### src/rtl/apu_frame_counter_gen2.sv
// APU frame sequencer ($4017): counts CPU cycles, emits quarter/half-frame strobes,
// owns the frame IRQ flag and the parity-dependent delayed sequence reset after a write.
module apu_frame_counter_gen2 #(
    parameter int unsigned CNT_W = 16,
    parameter int unsigned STEP1 = 7457,
    parameter int unsigned STEP2 = 14913,
    parameter int unsigned STEP3 = 22371,
    parameter int unsigned STEP4 = 29829,
    parameter int unsigned STEP5 = 37281
) (
    input  logic       clk,
    input  logic       rst,
    input  logic       cpu_clk,
    input  logic       wren,
    input  logic [1:0] from_cpu,
    input  logic       irq_ack,
    output logic       e_pulse,
    output logic       l_pulse,
    output logic       frame_irq
);

    localparam logic [CNT_W-1:0] S1  = CNT_W'(STEP1);
    localparam logic [CNT_W-1:0] S2  = CNT_W'(STEP2);
    localparam logic [CNT_W-1:0] S3  = CNT_W'(STEP3);
    localparam logic [CNT_W-1:0] S4  = CNT_W'(STEP4);
    localparam logic [CNT_W-1:0] S4M = CNT_W'(STEP4 - 1);
    localparam logic [CNT_W-1:0] S5  = CNT_W'(STEP5);

    typedef enum logic {RUN, PEND} state_t;

    state_t           state, state_nxt;
    logic [CNT_W-1:0] cnt, cnt_nxt;
    logic             mode, mode_nxt;
    logic             inhibit, inhibit_nxt;
    logic             parity, parity_nxt;
    logic [2:0]       delay, delay_nxt;
    logic             e_nxt, l_nxt, irq_nxt;
    logic             irq_set;

    always_ff @(posedge clk) begin
        if (rst) begin
            state     <= RUN;
            cnt       <= '0;
            mode      <= 1'b0;
            inhibit   <= 1'b0;
            parity    <= 1'b0;
            delay     <= '0;
            e_pulse   <= 1'b0;
            l_pulse   <= 1'b0;
            frame_irq <= 1'b0;
        end else begin
            state     <= state_nxt;
            cnt       <= cnt_nxt;
            mode      <= mode_nxt;
            inhibit   <= inhibit_nxt;
            parity    <= parity_nxt;
            delay     <= delay_nxt;
            e_pulse   <= e_nxt;
            l_pulse   <= l_nxt;
            frame_irq <= irq_nxt;
        end
    end

    always_comb begin
        state_nxt   = state;
        cnt_nxt     = cnt;
        mode_nxt    = mode;
        inhibit_nxt = inhibit;
        parity_nxt  = parity;
        delay_nxt   = delay;
        e_nxt       = 1'b0;
        l_nxt       = 1'b0;
        irq_set     = 1'b0;

        if (cpu_clk) begin
            parity_nxt = ~parity;
            cnt_nxt    = cnt + CNT_W'(1);
            if (cnt == S1 || cnt == S3) begin
                e_nxt = 1'b1;
            end
            if (cnt == S2) begin
                e_nxt = 1'b1;
                l_nxt = 1'b1;
            end
            if ((!mode && cnt == S4) || (mode && cnt == S5)) begin
                e_nxt   = 1'b1;
                l_nxt   = 1'b1;
                cnt_nxt = '0;
            end
            irq_set = !mode && !inhibit && (cnt == S4M || cnt == S4);

            // Delayed sequence reset overrides the step wrap/increment on its final cycle.
            if (state == PEND) begin
                delay_nxt = delay - 3'd1;
                if (delay == 3'd1) begin
                    cnt_nxt   = '0;
                    state_nxt = RUN;
                    if (mode) begin
                        e_nxt = 1'b1;
                        l_nxt = 1'b1;
                    end
                end
            end
        end

        // A write always restarts the delay, even on the final pending cycle.
        if (wren) begin
            mode_nxt    = from_cpu[1];
            inhibit_nxt = from_cpu[0];
            delay_nxt   = parity ? 3'd4 : 3'd3;
            state_nxt   = PEND;
        end

        if (wren && from_cpu[0]) begin
            irq_nxt = 1'b0;
        end else if (irq_set) begin
            irq_nxt = 1'b1;
        end else if (irq_ack) begin
            irq_nxt = 1'b0;
        end else begin
            irq_nxt = frame_irq;
        end
    end

endmodule

### config.mk
export PLATFORM = sky130hd
export DESIGN_NAME = apu_frame_counter_gen2
export DESIGN_NICKNAME = d
export VERILOG_FILES = /design/src/rtl/apu_frame_counter_gen2.sv
export SDC_FILE = /design/constraint.sdc
export NUM_CORES = 1
export LEC_CHECK = 0
export CORE_MARGIN = 10
export CORE_UTILIZATION = 47
export DETAILED_ROUTE_END_ITERATION = 8
export GPL_ROUTABILITY_DRIVEN = 1
export PLACE_DENSITY = 0.66
export SLEW_MARGIN = 20
export SYNTH_ARGS = -nofsm -noshare
export SYNTH_HDL_FRONTEND = slang
export SYNTH_SLANG_ARGS = --single-unit
### constraint.sdc
create_clock -name clk -period 2.05 [get_ports clk]
set_input_delay 0.615 -clock clk [delete_from_list [all_inputs] [get_ports clk]]
set_output_delay 0.615 -clock clk [all_outputs]
set_load 0.02 [all_outputs]
---- After elaboration in Yosys (flattened, before gate mapping) ----
Index checks and enable logic that the tools add are counted.
word-level totals
  register bits ........................... 26
  output and inout bits ................... 3
cells by class
  add/sub/neg operators ................... 2
  equal/unequal tests ..................... 7
  multiplexer cells ....................... 25
  bitwise gates (word level) .............. 2
  reductions and logical operators ........ 16
operators with widths
  operator                                                                 number
  16-bit by 15-bit equality test with 1-bit output, second input constant  3
  16-bit 2-to-1 mux                                                        3
  1-bit 2-to-1 mux                                                         18
  16-bit by 1-bit adder with 16-bit output, second input constant          1
  16-bit by 13-bit equality test with 1-bit output, second input constant  1
  16-bit by 14-bit equality test with 1-bit output, second input constant  1
  16-bit equality test, second input constant                              1
  3-bit 2-to-1 mux                                                         4
  2-bit nonzero test                                                       3
  1-bit logical AND                                                        5
  2-bit OR reduction                                                       2
  3-bit by 1-bit equality test with 1-bit output, second input constant    1
  1-bit logical OR                                                         3
  3-bit by 1-bit subtractor with 3-bit output, second input constant       1
  1-bit logical NOT                                                        2
  1-bit NOT                                                                2
  2-bit AND reduction                                                      1

---- Logic depth before layout (Yosys ltp) ----
Gate-level depths: netlist of run 1.
  word-level depth ........................ 8
  gate-level depth with buffers ........... 8

---- Worst setup path before layout of run 1 ----
No wires, ideal clock.
  kind .................................... register to register
  start point ............................. register cnt[0]
  end point ............................... register cnt[3]
  setup time .............................. 132 ps
  arrival ................................. 1,735 ps
  slack ................................... 183 ps
  cell stages (with the launch flop) ...... 8
  cell sequence ........................... dfxtp_1 > ha_1 > or4b_4 > o41ai_4 > a31oi_4 > buf_4 > nand4b_1 > a31oi_1
between the ends
  word-level cells in the longest chain between the ends .. 6
RTL lines
  what                                                                                              RTL line  source
  start: declaration                                                                                32        logic [CNT_W-1:0] cnt, cnt_nxt;
  start signal: assignment                                                                          53        cnt <= cnt_nxt;
  parallel branches: the longest is 3 deep, another holds 16-bit by 1-bit adder with 16-bit output  -
  16-bit 2-to-1 mux *                                                                               85        if ((!mode && cnt == S4) || (mode && cnt == S5)) begin
  16-bit 2-to-1 mux                                                                                 95        if (delay == 3'd1) begin
  16-bit 2-to-1 mux *                                                                               93        if (state == PEND) begin
Every way passes the cells marked *.
A chain may end at the register's enable or synchronous reset.

---- Worst setup path in the final report of run 1 ----
  start point ............................. register cnt[1]
  end point ............................... register cnt[13]
Same word-level chain as after synthesis.

==> results.cfg, run 1 <==
[setup_path]
r2r_slack_ns = -0.02
cpPeakStageDelay_ns = 0.48
r2r_cells = 8
critical_path.slowest_cell = or4b_4
r2r_end = cnt[13]$_SDFFE_PP0P_
crit_fanout = 7
crit_family = compound AO/OA/AOI/OAI gates
reg2reg_from = cnt[1]$_SDFFE_PP0P_
critPathBufInv = 2
cp-end-kind = flip-flop
critPathLaunchType = flip-flop
path_cells = inv_2, ha_4, or4b_4, o41ai_4, a31oi_4, buf_6, a31oi_2, a21oi_1
arrival_ns = 2.31
critical_path_class = flip-flop to flip-flop
crit_required_ns = 2.29

[sta]
finalSetupViolations = 2
rsz0062_at_grt = true
fin_crit_sh_pct = 101
max_freq_ghz = 0.482
fin_skew_ns = 0.00217
period_needed_ns = 2.07
hold_viol_final = 0
slew_violations = 0
tightestPinTransition_ns = 0.671
finalWorstSetupSlack_ns = -0.0249
relSlewSlack_pct = 54.9

[clock_network]
cts_max_level = 1
cts_tree = yes
cts_buffer_depth = 2
clk_latency_ns = 0.33
cts_buffers = 3
clkSlewWorstSetupHoldPaths_ns = 0.15
cts-root-buf = clkbuf_4
cts_sinks = 26

[route]
dr.pass1.iters = 4
route.vias.total = 1568
drtIter0Drc = 225
via_per_inst = 5.81
drt_wl_total_mm = 4.07
antenna_left = 0
wl_per_cell_um = 15.1
drc = 0

[final_layout]
num-nets-final = 237
fin_util_pct = 59.0
antenna_cells = 0
area_growth_pct = 22.2
drive_gt1_share_pct = 19.2
finalInstanceArea_um2 = 1970

[floorplanning]
dieHeight_um = 78.6
ios = 10
rows = 21
die_area_um2 = 6170
start_util_pct = 48.3
coreArea_um2 = 3340
die_width_um = 78.6

[logic_synthesis]
syn-num-nets = 210
synth_edf_count = 0
synth_cell_types = 46
syn_avg_cell_area_um2 = 8.14
synth_area_um2 = 1610
synthArstFlopShare_pct = 0
synthCells = 198
ys.flop_type = dfxtp_1
seq_area_frac_synth_pct = 32.3
ys_ff_latch = 26
ys_warn_count = 0

[place]
post-place-ws_ns = 0.0752
post_dp_cell_area_um2 = 1840
port_buffers = 9
gp_congestion = 0.918
dpl.hpwl_mm = 2.94

[pwr]
sequentialPowerShare_pct = 51.4
combPwrFrac_pct = 13.6
power_density_nw_per_um2 = 527
p_sw_uw = 250
p_clk_share_pct = 34.9
irDropWorstVdd_mv = 0.317
swShare_pct = 24.1
p_leak_uw = 0.000727
internal-power_uw = 787

[run_status]
outcome = finished with violations
violations = negative setup slack

[global_route]
antenna_found_initial = 0
grt_pass1_vias = 1429
track_usage_pct = 12.8
overflow = 0
grt_pass1_wl_mm = 6.62
grt_max_degree = 23

[worst_hold_path]
hold_path_end = frame_irq$_SDFFE_PP0P_
hold_class = flip-flop to flip-flop
min-delay-start = frame_irq$_SDFFE_PP0P_
holdPathStages = 2

[job]
cap_violations = 0
## cell type report
class                   instances  area, um^2
fillers                       320        1370
clock buffers                   3        22.5
clock inverters                 1        30.0
inverters                       8        30.0
multi-input cells             153        1030
flip-flops and latches         26         523
well taps                      46        57.6
repair buffers                 33         274
## flip-flops by register name, summed over array words and instances, names as in the netlist
signal,flops
l_pulse,1
inhibit,1
frame_irq,1
cnt,16
state,1
e_pulse,1
mode,1
delay,3
parity,1
## tightest hold or removal path, delay by kind of cell (launching register included)
family	cells	cell delay, ns
flip-flops	1	0.34
AO/OA/AOI/OAI	1	0.07
AND/OR/NAND/NOR	1	0.06
## metrics by stage
stage	cells	power [uW]	setup TNS, ns	hold WS (ns)
after detailed placement	261	673	0	0.496
after floorplan	198	622	0	0.462
after global routing	270	1080	-0.651	0.538
after CTS	266	1040	0	0.520
final	270	1040	-0.0333	0.504
after global placement	261	667	0	0.484
## worst max-delay path by stage
| stage | from | endpoint | slack (ns) | depth (start not counted) |
|---|---|---|---|---|
| 2_1_floorplan | cnt[0]$_SDFFE_PP0P_ | cnt[3]$_SDFFE_PP0P_ | 0.18 | 7 |
| 3_3_place_gp | cpu_clk | cnt[12]$_SDFFE_PP0P_ | 0.09 | 4 |
| 3_5_place_dp | cnt[1]$_SDFFE_PP0P_ | cnt[3]$_SDFFE_PP0P_ | 0.08 | 8 |
| 4_1_cts | cnt[1]$_SDFFE_PP0P_ | cnt[12]$_SDFFE_PP0P_ | 0.002 | 7 |
| 5_1_grt | cnt[1]$_SDFFE_PP0P_ | cnt[13]$_SDFFE_PP0P_ | -0.1 | 8 |
| 6_report | cnt[1]$_SDFFE_PP0P_ | cnt[13]$_SDFFE_PP0P_ | -0.02 | 8 |
## power groups by stage
stage / logic [uW] / registers, uW / clock network (uW)
after floorplan: 80.7 / 542 / 0
after global placement: 125 / 543 / 0
after detailed placement: 130 / 543 / 0
after CTS: 132 / 532 / 375
after global routing: 154 / 536 / 393
final: 141 / 534 / 362
## cell usage in the layout, fill, tap and decap left out, types with 5 or more instances in the layout
cell / instances
dfxtp_1: 24
buf_4: 23
nand2_1: 19
nand3_1: 19
nor2_1: 16
a21oi_1: 13
clkdlybuf4s50_1: 9
a31oi_1: 8
inv_1: 7
nand2b_1: 6
nand3b_1: 5
## kinds of logic after synthesis
kind of cell | count (synthesis) | synth area share (%)
AO/OA/AOI/OAI | 35 | 16.1
XOR/XNOR | 4 | 2.17
AND/OR/NAND/NOR | 106 | 38.3
buffers and inverters | 20 | 5.98
flip-flops | 26 | 32.3
multiplexers | 2 | 1.24
adder cells (fa/ha/maj) | 5 | 3.88
## layer usage
| metal | part of all wire (%) | global-route usage (%) | vias up | routed length, um |
|---|---|---|---|---|
| met3 | 4.4 | 2.51 | 9 | 178 |
| li1 | - | - | 775 | - |
| met2 | 49 | 21.5 | 40 | 1980 |
| met1 | 45 | 15.6 | 744 | 1810 |
| met4 | 2.3 | 5.20 | 0 | 94 |
| met5 | 0 | 0 | - | 0 |
## Yosys cell counts, types with 4 or more instances
master / instances / area, um^2
dfxtp_1: 26 / 521
nand2_1: 19 / 71.3
nand3_1: 19 / 95.1
nor2_1: 16 / 60.1
a21oi_1: 13 / 65.1
a31oi_1: 9 / 56.3
inv_1: 8 / 30.0
nand2b_1: 6 / 37.5
clkbuf_1: 5 / 18.8
ha_1: 5 / 62.6
nand3b_1: 5 / 37.5
and2_1: 4 / 25.0
and3_1: 4 / 25.0
nand4_1: 4 / 25.0
nand4b_1: 4 / 35.0
nor2b_1: 4 / 25.0
nor3_1: 4 / 20.0
nor4_1: 4 / 25.0
## timing repair
item | in CTS | in global routing
setup buffers | 1 | 3
hold buffers | 0 | 0
pin swaps | 0 | 4
resized for setup | 0 | 8
endpoints found under the setup margin | 1 | 10
cloned | 0 | 1
Note: power is estimated with default switching activity, not from simulation.
==> inputs of run 2 (changes only) <==
- CAP_MARGIN: not set -> 20
==> results of run 2 <==
Final layout, timing and power as in run 1 (identical DEF).
==> inputs of run 3 (changes only) <==
- CELL_PAD_IN_SITES_DETAIL_PLACEMENT: not set -> 0
- CELL_PAD_IN_SITES_GLOBAL_PLACEMENT: not set -> 2
- CORE_UTILIZATION: 47 -> 35
- PLACE_DENSITY: 0.66 -> not set
- PLACE_DENSITY_LB_ADDON: not set -> 0.1
==> run 3 against run 2 <==
Against the previous run:
- the run still ends with negative setup slack left
- largest power group unchanged
- utilization is 13 points lower
- routed wire length is 12% higher
- clock power is 16% lower
- non-clock buffer count is 3 lower
==> results.cfg, run 3 (same netlist as run 1, synthesis figures left out) <==
[floorplanning]
die_area_um2 = 7720
coreArea_um2 = 4410
rows = 24
dieHeight_um = 87.9
die_width_um = 87.9
start_util_pct = 36.5
ios = 10

[sta]
timing.hold.ws_ns = 0.500
finalWorstSetupSlack_ns = -0.0191
fin_tns_setup_ns = -0.0519
fin_crit_sh_pct = 101
relSlewSlack_pct = 67.6
tightestPinTransition_ns = 0.482
finalSetupViolations = 4
slew_violations = 0
rsz0062_at_grt = true
max_freq_ghz = 0.483
hold_viol_final = 0
period_needed_ns = 2.07
fin_skew_ns = 0.00744

[final_layout]
num-nets-final = 234
drive_gt1_share_pct = 20.0
mostFrequentLayoutCell = dfxtp_1
largest_register_ffs = 16
layout_common_cells = 24 x dfxtp_1, 19 x nand2_1, 18 x nand3_1, 18 x buf_4, 16 x nor2_1
top_regs = cnt x16, delay x3
antenna_cells = 0
area_growth_pct = 25.0
regMostFlops = cnt

[setup_path]
cpPeakStageDelay_ns = 0.49
path_cells = inv_2, ha_4, or4b_4, o41ai_4, a31oi_4, buf_12, a31oi_4, a21oi_2
critPathBufInv = 2
critPathLaunchType = flip-flop
reg2reg_from = cnt[1]$_SDFFE_PP0P_
crit_family = compound AO/OA/AOI/OAI gates
cp-end-kind = flip-flop
r2r_end = cnt[9]$_SDFFE_PP0P_
critical_path_class = flip-flop to flip-flop
crit_top_cell = a31oi_4
crit_required_ns = 2.22
r2r_cells = 8
crit_fanout = 6
critical_path.slowest_cell = or4b_4
r2r_slack_ns = -0.02
arrival_ns = 2.24

[pwr]
p_sw_uw = 264
sequentialPowerShare_pct = 53.9
p_clk_share_pct = 30.8
combPwrFrac_pct = 15.3
internal-power_uw = 725
power_density_nw_per_um2 = 491
swShare_pct = 26.7
irDropWorstVdd_mv = 0.378
p_leak_uw = 0.000727

[worst_hold_path]
holdPathStages = 2
min-delay-start = frame_irq$_SDFFE_PP0P_
hold_path_end = frame_irq$_SDFFE_PP0P_
hold_class = flip-flop to flip-flop

[global_route]
grt_pass1_vias = 1502
grt_pass1_wl_mm = 7.38
track_usage_pct = 11.8
grt_max_degree = 22
overflow = 0
antenna_found_initial = 0

[place]
port_buffers = 9
dpl.hpwl_mm = 3.15
gp_congestion = 0.881

[route]
wl_per_cell_um = 16.8
drc = 0
route.vias.total = 1588
met3WireLength_um = 297
antenna_left = 0
drt_wl_total_mm = 4.56
wl_met2_mm = 2.08
top_layer_used = met4
via_per_inst = 5.84
dr.pass1.iters = 7
drtIter0Drc = 160
wl_met1_mm = 2.16

[clock_network]
cts_sinks = 26
cts-root-buf = clkbuf_8
cts_tree = yes
cts_hold_buffers = 0
cts_max_level = 1
clk_latency_ns = 0.28
cts_buffers = 3
clkSlewWorstSetupHoldPaths_ns = 0.10
cts_buffer_depth = 2

[run_status]
violations = negative setup slack
outcome = finished with violations

[job]
cap_violations = 0
## run 3: cell count changes in the layout (fill, tap and decap cells not counted), moves of 2 or more
cell | before | now
buf_4 | 23 | 18
clkbuf_4 | 3 | 0
a31oi_4 | 1 | 3
clkbuf_8 | 0 | 3
## run 3: how the worst max path moves through the flow
stage	start	to	slack (ns)	cells past startpoint
floorplan	cnt[0]$_SDFFE_PP0P_	cnt[3]$_SDFFE_PP0P_	0.18	7
global placement	cpu_clk	cnt[12]$_SDFFE_PP0P_	0.08	4
detailed placement	cnt[1]$_SDFFE_PP0P_	cnt[9]$_SDFFE_PP0P_	0.03	8
CTS	cnt[1]$_SDFFE_PP0P_	cnt[9]$_SDFFE_PP0P_	0.03	8
global route	cnt[1]$_SDFFE_PP0P_	cnt[9]$_SDFFE_PP0P_	-0.11	8
finish	cnt[1]$_SDFFE_PP0P_	cnt[9]$_SDFFE_PP0P_	-0.02	8
## run 3: cell type report
class | instances | area [um^2]
clock buffers | 3 | 41.3
flip-flops and latches | 26 | 523
multi-input cells | 153 | 1070
fillers | 430 | 2400
well taps | 52 | 65.1
inverters | 8 | 30.0
repair buffers | 30 | 282
## run 3: metrics by stage
step	area (um^2)	cells	utilization, %	power (uW)	setup WS (ns)
after floorplan	1610	198	-	622	0.183
after global placement	1850	265	41.9	675	0.0764
after detailed placement	1850	265	41.9	679	0.0267
after CTS	1890	268	42.8	986	0.0300
after global routing	2010	272	45.6	1030	-0.106
final	2010	272	45.6	989	-0.0191
## run 3: routing by layer
metal / vias to the layer above / GRT usage (%)
met5: - / 0
met4: 0 / 2.46
met3: 4 / 2.23
met2: 55 / 19.2
met1: 761 / 15.8
li1: 768 / -
## run 3: what timing repair did
action / 4_1_cts / 5_1_grt
setup buffers: 0 / 2
resized for setup: 0 / 14
setup endpoints to repair: 0 / 8
## run 3: power groups by stage
stage / clock [uW] / sequential, uW / combinational (uW)
after detailed placement: 0 / 543 / 136
final: 305 / 533 / 151
after global routing: 331 / 536 / 168
after CTS: 319 / 531 / 137
after global placement: 0 / 542 / 133
after floorplan: 0 / 542 / 80.7
## run 3: tightest hold or removal path: stages, from the launching register on
cell and delay (ns):
dfxtp_1 0.32, nand2b_1 0.07, a221oi_1 0.06
